$ cat config.mk
export PLATFORM = sky130hd
export DESIGN_NAME = wb_retire_unit
export DESIGN_NICKNAME = d
export VERILOG_FILES = /design/src/rtl/wb_retire_unit.sv
export SDC_FILE = /design/constraint.sdc
export NUM_CORES = 1
export LEC_CHECK = 0
export BUFFER_PORTS_ARGS = -buffer_cell sky130_fd_sc_hd__buf_2
export CELL_PAD_IN_SITES_DETAIL_PLACEMENT = 0
export CELL_PAD_IN_SITES_GLOBAL_PLACEMENT = 2
export CORE_MARGIN = 5
export CORE_UTILIZATION = 25
export CTS_BUF_LIST = sky130_fd_sc_hd__clkbuf_8
export CTS_CLUSTER_DIAMETER = 60
export CTS_CLUSTER_SIZE = 12
export DETAILED_ROUTE_END_ITERATION = 10
export GPL_TIMING_DRIVEN = 0
export PLACE_DENSITY = 0.91
export SETUP_SLACK_MARGIN = 0.05
export SKIP_LAST_GASP = 1
export SYNTH_ARGS = -nofsm -noshare
export SYNTH_HDL_FRONTEND = slang
export SYNTH_SLANG_ARGS = --single-unit
$ cat constraint.sdc
create_clock -name i_clk -period 1.9 [get_ports i_clk]
set_input_delay 0.285 -clock i_clk [delete_from_list [all_inputs] [get_ports i_clk]]
set_output_delay 0.285 -clock i_clk [all_outputs]
set_load 0.03 [all_outputs]
$ cat src/rtl/wb_retire_unit.sv
// Writeback/retire stage: result select, load extension, regfile and CSR writes.
// Optional WB_INSTRET_EN adds a 64-bit retired-instruction counter.
`ifndef XLEN_32b
`define XLEN_32b 1
`endif
`ifndef XLEN_64b
`define XLEN_64b 2
`endif

module wb_retire_unit #(
    parameter int XLEN = `XLEN_64b,
    localparam int W = 1 << (XLEN + 4)
) (
    input  logic         i_clk,
    input  logic         i_rst,
    input  logic         i_valid_w,
    input  logic [W-1:0] i_alu_out_w,
    input  logic [W-1:0] i_mem_out_w,
    input  logic [W-1:0] i_pc_p4_w,
    input  logic [W-1:0] i_old_csr_w,
    input  logic [W-1:0] i_new_csr_w,
    input  logic [11:0]  i_csr_rd_w,
    input  logic         i_csr_reg_write_w,
    input  logic [4:0]   i_rd_w,
    input  logic         i_reg_wr_w,
    input  logic [1:0]   i_result_src_w,
    input  logic [2:0]   i_f3_w,
    input  logic         i_csr_wr_ready,
    output logic         o_rf_we,
    output logic [4:0]   o_rf_waddr,
    output logic [W-1:0] o_rf_wdata,
    output logic         o_csr_wr_valid,
    output logic [11:0]  o_csr_wr_addr,
    output logic [W-1:0] o_csr_wr_data,
    output logic         o_stall_w,
    output logic         o_retire,
    output logic [63:0]  o_instret
);

    typedef enum logic {
        IDLE,
        CSR_WAIT
    } state_t;

    state_t state_q, state_d;

    logic [11:0]  hold_addr;
    logic [W-1:0] hold_data;
    logic [4:0]   hold_rd;
    logic         hold_reg_wr;
    logic [W-1:0] hold_result;
    logic         latch;

    logic [W-1:0] load_val;
    logic [W-1:0] result;

    // W=32 has no doubleword loads: LD/LWU collapse to LW.
    always_comb begin
        load_val = i_mem_out_w;
        case (i_f3_w)
            3'b000: load_val = W'($signed(i_mem_out_w[7:0]));
            3'b001: load_val = W'($signed(i_mem_out_w[15:0]));
            3'b010: load_val = W'($signed(i_mem_out_w[31:0]));
            3'b011: load_val = (W == 64) ? i_mem_out_w
                                         : W'($signed(i_mem_out_w[31:0]));
            3'b100: load_val = W'(i_mem_out_w[7:0]);
            3'b101: load_val = W'(i_mem_out_w[15:0]);
            3'b110: load_val = (W == 64) ? W'(i_mem_out_w[31:0])
                                         : W'($signed(i_mem_out_w[31:0]));
            default: load_val = i_mem_out_w;
        endcase
    end

    always_comb begin
        result = i_alu_out_w;
        unique case (1'b1)
            i_result_src_w == 2'b00: result = i_alu_out_w;
            i_result_src_w == 2'b01: result = load_val;
            i_result_src_w == 2'b10: result = i_pc_p4_w;
            i_result_src_w == 2'b11: result = i_old_csr_w;
        endcase
    end

    always_comb begin
        state_d        = state_q;
        latch          = 1'b0;
        o_rf_we        = 1'b0;
        o_rf_waddr     = '0;
        o_rf_wdata     = '0;
        o_csr_wr_valid = 1'b0;
        o_csr_wr_addr  = '0;
        o_csr_wr_data  = '0;
        o_stall_w      = 1'b0;
        o_retire       = 1'b0;
        if (i_rst) begin
            state_d = IDLE;
        end else begin
            unique case (state_q)
                IDLE: begin
                    if (i_valid_w) begin
                        if (i_csr_reg_write_w) begin
                            o_csr_wr_valid = 1'b1;
                            o_csr_wr_addr  = i_csr_rd_w;
                            o_csr_wr_data  = i_new_csr_w;
                        end
                        if (!i_csr_reg_write_w || i_csr_wr_ready) begin
                            o_retire   = 1'b1;
                            o_rf_we    = i_reg_wr_w && (i_rd_w != 5'd0);
                            o_rf_waddr = i_rd_w;
                            o_rf_wdata = result;
                        end else begin
                            latch     = 1'b1;
                            o_stall_w = 1'b1;
                            state_d   = CSR_WAIT;
                        end
                    end
                end
                CSR_WAIT: begin
                    // Request replays from the hold regs so it stays stable.
                    o_csr_wr_valid = 1'b1;
                    o_csr_wr_addr  = hold_addr;
                    o_csr_wr_data  = hold_data;
                    o_stall_w      = !i_csr_wr_ready;
                    if (i_csr_wr_ready) begin
                        o_retire   = 1'b1;
                        o_rf_we    = hold_reg_wr && (hold_rd != 5'd0);
                        o_rf_waddr = hold_rd;
                        o_rf_wdata = hold_result;
                        state_d    = IDLE;
                    end
                end
                default: state_d = IDLE;
            endcase
        end
    end

    always_ff @(posedge i_clk) begin
        if (i_rst) begin
            state_q     <= IDLE;
            hold_addr   <= '0;
            hold_data   <= '0;
            hold_rd     <= '0;
            hold_reg_wr <= 1'b0;
            hold_result <= '0;
        end else begin
            state_q <= state_d;
            if (latch) begin
                hold_addr   <= i_csr_rd_w;
                hold_data   <= i_new_csr_w;
                hold_rd     <= i_rd_w;
                hold_reg_wr <= i_reg_wr_w;
                hold_result <= result;
            end
        end
    end

`ifdef WB_INSTRET_EN
    logic [63:0] instret_q;

    always_ff @(posedge i_clk) begin
        if (i_rst) begin
            instret_q <= '0;
        end else if (o_retire) begin
            instret_q <= instret_q + 64'd1;
        end
    end

    assign o_instret = i_rst ? 64'd0 : instret_q;
`else
    assign o_instret = 64'd0;
`endif

endmodule

==> flow_summary.json <==
{
  "setup_ws_ns": -0.6222,
  "wl_mm": 64.88,
  "syn_to_final_growth_pct": 66.37,
  "comb_power_share_pct": 38.5,
  "grt_setup_unrepaired": "true",
  "fin_area_um2": 18730,
  "synth-edff-count": 0,
  "antenna_left": 0,
  "regToRegEndpoint": "hold_result[47]$_SDFFE_PP0P_",
  "numClockSinks": 147,
  "start_kind": "register",
  "num_io_pins": 561,
  "clockBufferDepth": 2,
  "switching_share_pct": 39.22,
  "maxCapViolations": 0,
  "avgRoutedWirePerCell_um": 23.02,
  "setup_viol": 184,
  "pwr-share-clk_pct": 26.0,
  "grt_usage_pct": 24.81,
  "status": "complete, but fails checks",
  "antenna_found_initial": 12,
  "drc_errors": 0,
  "slew_headroom_pct": 47.81,
  "cp_slowest_stage_delay_ns": 0.38,
  "vias": 14375,
  "grt_max_degree": 17,
  "drt_first_iter_violations": 1009,
  "grt_pass1_wl_mm": 94.56,
  "worst_pin_slew_ns": 0.7829,
  "fin_util_pct": 42.18,
  "nFillCells": 4544,
  "ys.flop_type": "dfxtp_1",
  "critPathKind": "reg -> out",
  "place_congestion": 0.9353,
  "r2r_start": "state_q$_SDFF_PP0_",
  "grt_pass1_vias": 14585,
  "cellLeakagePower_nw": 8.083,
  "clock_latency_ns": 0.49,
  "yosysSeqAreaShare_pct": 26.13,
  "port_buffers": 492,
  "fin_skew_ns": 0.01423,
  "max-vdd-ir-drop_mv": 0.3527,
  "die_w_um": 222.2,
  "fin_crit_ns": 2.522,
  "ys_seq_elements": 147,
  "required_ns": 1.62,
  "p_int_mw": 5.595,
  "num_rows": 77,
  "vias_per_cell": 5.099,
  "min_from": "i_new_csr_w[26]",
  "core_area_um2": 44410,
  "clkSlewWorstSetupHoldPaths_ns": 0.10,
  "final_max_slew_viol_count": 0,
  "path_cells": "or2_1 > a211o_4 > inv_6 > buf_12 > clkbuf_16 > a31oi_1 > o21ai_4 > buf_6",
  "nets": 2557,
  "fmax_mhz": 396.5,
  "path_max_fanout": 7,
  "cp_slowest_cell": "dfxtp_4",
  "start_util_pct": 25.35,
  "post_synth.cell_area_avg_um2": 7.293,
  "dpl.hpwl_mm": 49.94,
  "power_frac_seq_pct": 35.5,
  "syn-cell-area_um2": 11260,
  "hold_slack_ns": 0.04151,
  "min_path_cells": 3,
  "hp-class": "in -> reg",
  "netlist_instances": 1544,
  "p_sw_mw": 3.611,
  "hold_viol_final": 0,
  "root_buffer": "clkbuf_8",
  "synth-async-reset-ratio_pct": 0,
  "detail_route.first_pass.iterations": 6,
  "die-area_um2": 49390,
  "grt_overflow_total": 0,
  "die_h_um": 222.2,
  "final.period_utilization_pct": 132.7,
  "synth.distinct_cells": 47,
  "cts_tree": "done",
  "hold_end": "hold_data[26]$_SDFFE_PP0P_",
  "rr_worst_depth": 9,
  "worstSetupEndpointType": "output pin",
  "power_density_nw_per_um2": 491.4,
  "violations": "setup timing",
  "cts_made_buffers": 17,
  "yosysWarnings": 0,
  "arrival_ns": 2.24,
  "r2r_slack_ns": -0.27,
  "post_dp_cell_area_um2": 15400,
  "drive_gt1_share_pct": 46.67,
  "htreeDepth": 4
}
==> power groups by stage <==
| stage | sequential [mW] | combinational (mW) | clock [mW] |
|---|---|---|---|
| after floorplan | 3.31 | 1.81 | 0 |
| after global placement | 3.32 | 2.89 | 0 |
| after detailed placement | 3.33 | 2.90 | 0 |
| after CTS | 3.26 | 3.38 | 2.46 |
| after global routing | 3.28 | 3.75 | 2.57 |
| final | 3.27 | 3.54 | 2.39 |
==> sequential cells by signal (all words and copies together) (netlist names) <==
signal / cells
hold_addr: 12
hold_rd: 5
hold_result: 64
hold_data: 64
state_q: 1
hold_reg_wr: 1
==> Yosys cell counts, types with 2 or more instances <==
cell type	number	area share, %
clkbuf_8	6	0.73
a22oi_1	76	5.1
a21oi_1	82	3.6
nand3b_1	83	5.5
or2_1	2	0.11
nand3_1	33	1.5
nor2b_1	33	1.8
o31ai_1	32	2.1
nor2_1	172	5.7
o21ai_1	30	1.3
dfxtp_1	147	26
nor3b_1	8	0.53
nor3_1	66	2.9
mux4_2	16	3.2
a21o_2	7	0.54
clkbuf_1	81	2.7
nor4b_4	2	0.42
mux2i_1	14	1.2
buf_4	69	4.6
o221ai_2	30	4.0
o21ai_0	35	1.6
nand2_1	279	9.3
a31oi_1	32	1.8
o221ai_1	2	0.16
a2bb2oi_1	48	3.7
buf_12	3	0.53
inv_1	9	0.30
and3_1	15	0.83
buf_1	16	0.53
o21a_1	9	0.60
buf_2	52	2.3
a21o_1	9	0.60
and4b_1	32	2.8
==> metal layers <==
metal	GRT usage [%]	routed length, µm
met1	31.31	27100
met2	42.80	31540
met3	6.203	4849
met5	0	101
met4	5.667	1294
==> layout by cell type, fill, tap and decap left out, types with 64 or more instances in the layout <==
cell type and n:
nor3_1 65, buf_2 387, a21oi_1 68, nor2_2 78, conb_1 64, buf_6 111
dfxtp_1 146, nor2_1 90, buf_4 128, nand3b_1 83, nand2_1 264
==> repair_timing <==
action                                  CTS  global route
hold buffers                             58             0
endpoints found under the setup margin  296           295
resized for setup                       415           181
hold endpoints to repair                 58             0
setup buffers                            19             3
cloned                                    9             4
pin swaps                                12            11
==> worst max-delay path by stage <==
stage	startpoint	slack, ns	end	cells after the start
finish	state_q$_SDFF_PP0_	-0.62	o_rf_wdata[55]	8
global route	state_q$_SDFF_PP0_	-0.74	o_rf_wdata[55]	8
CTS	state_q$_SDFF_PP0_	-0.78	o_rf_wdata[57]	9
detailed placement	i_result_src_w[1]	-1.18	o_rf_wdata[62]	8
global placement	i_result_src_w[1]	-1.17	o_rf_wdata[62]	8
floorplan	i_result_src_w[0]	-0.13	o_rf_wdata[24]	7
==> per-stage QoR <==
step / setup slack, ns / TNS, ns / cells / total power [mW]
global placement: -1.166 / -211.20 / 2691 / 6.214
detailed placement: -1.180 / -208.08 / 2691 / 6.230
CTS: -0.7754 / -168.00 / 2809 / 9.105
global route: -0.7361 / -104.47 / 2815 / 9.606
floorplan: -0.1260 / -1.769 / 1607 / 5.122
finish: -0.6222 / -77.20 / 2819 / 9.206
==> worst max-delay path, delay by kind of cell, from the launching register on <==
kind,cells,cell delay [ns]
AOI/OAI and AO/OA,3,0.59
buffers and inverters,4,0.56
DFF,1,0.38
and+or+nand+nor,1,0.22
==> layout make-up <==
class | instances | area, µm² | area share [%]
well taps | 592 | 740.7 | 3.954
diodes | 5 | 12.51 | 0.06679
clock buffers | 17 | 234.0 | 1.249
multi-input cells | 1222 | 8512 | 45.44
clock inverters | 15 | 112.6 | 0.6011
inverters | 10 | 42.54 | 0.2271
flip-flops and latches | 147 | 2947 | 15.73
plain buffers | 226 | 1853 | 9.891
repair buffers | 585 | 4280 | 22.85
==> cell families after synthesis <==
family | after synthesis | synth area share [%]
AOI/OAI and AO/OA | 395 | 25.47
buffers and inverters | 238 | 11.84
DFF | 147 | 26.13
muxes | 30 | 4.444
other | 1 | 0.03330
and+or+nand+nor | 733 | 32.08
Note: power is estimated with default switching activity, not from simulation.
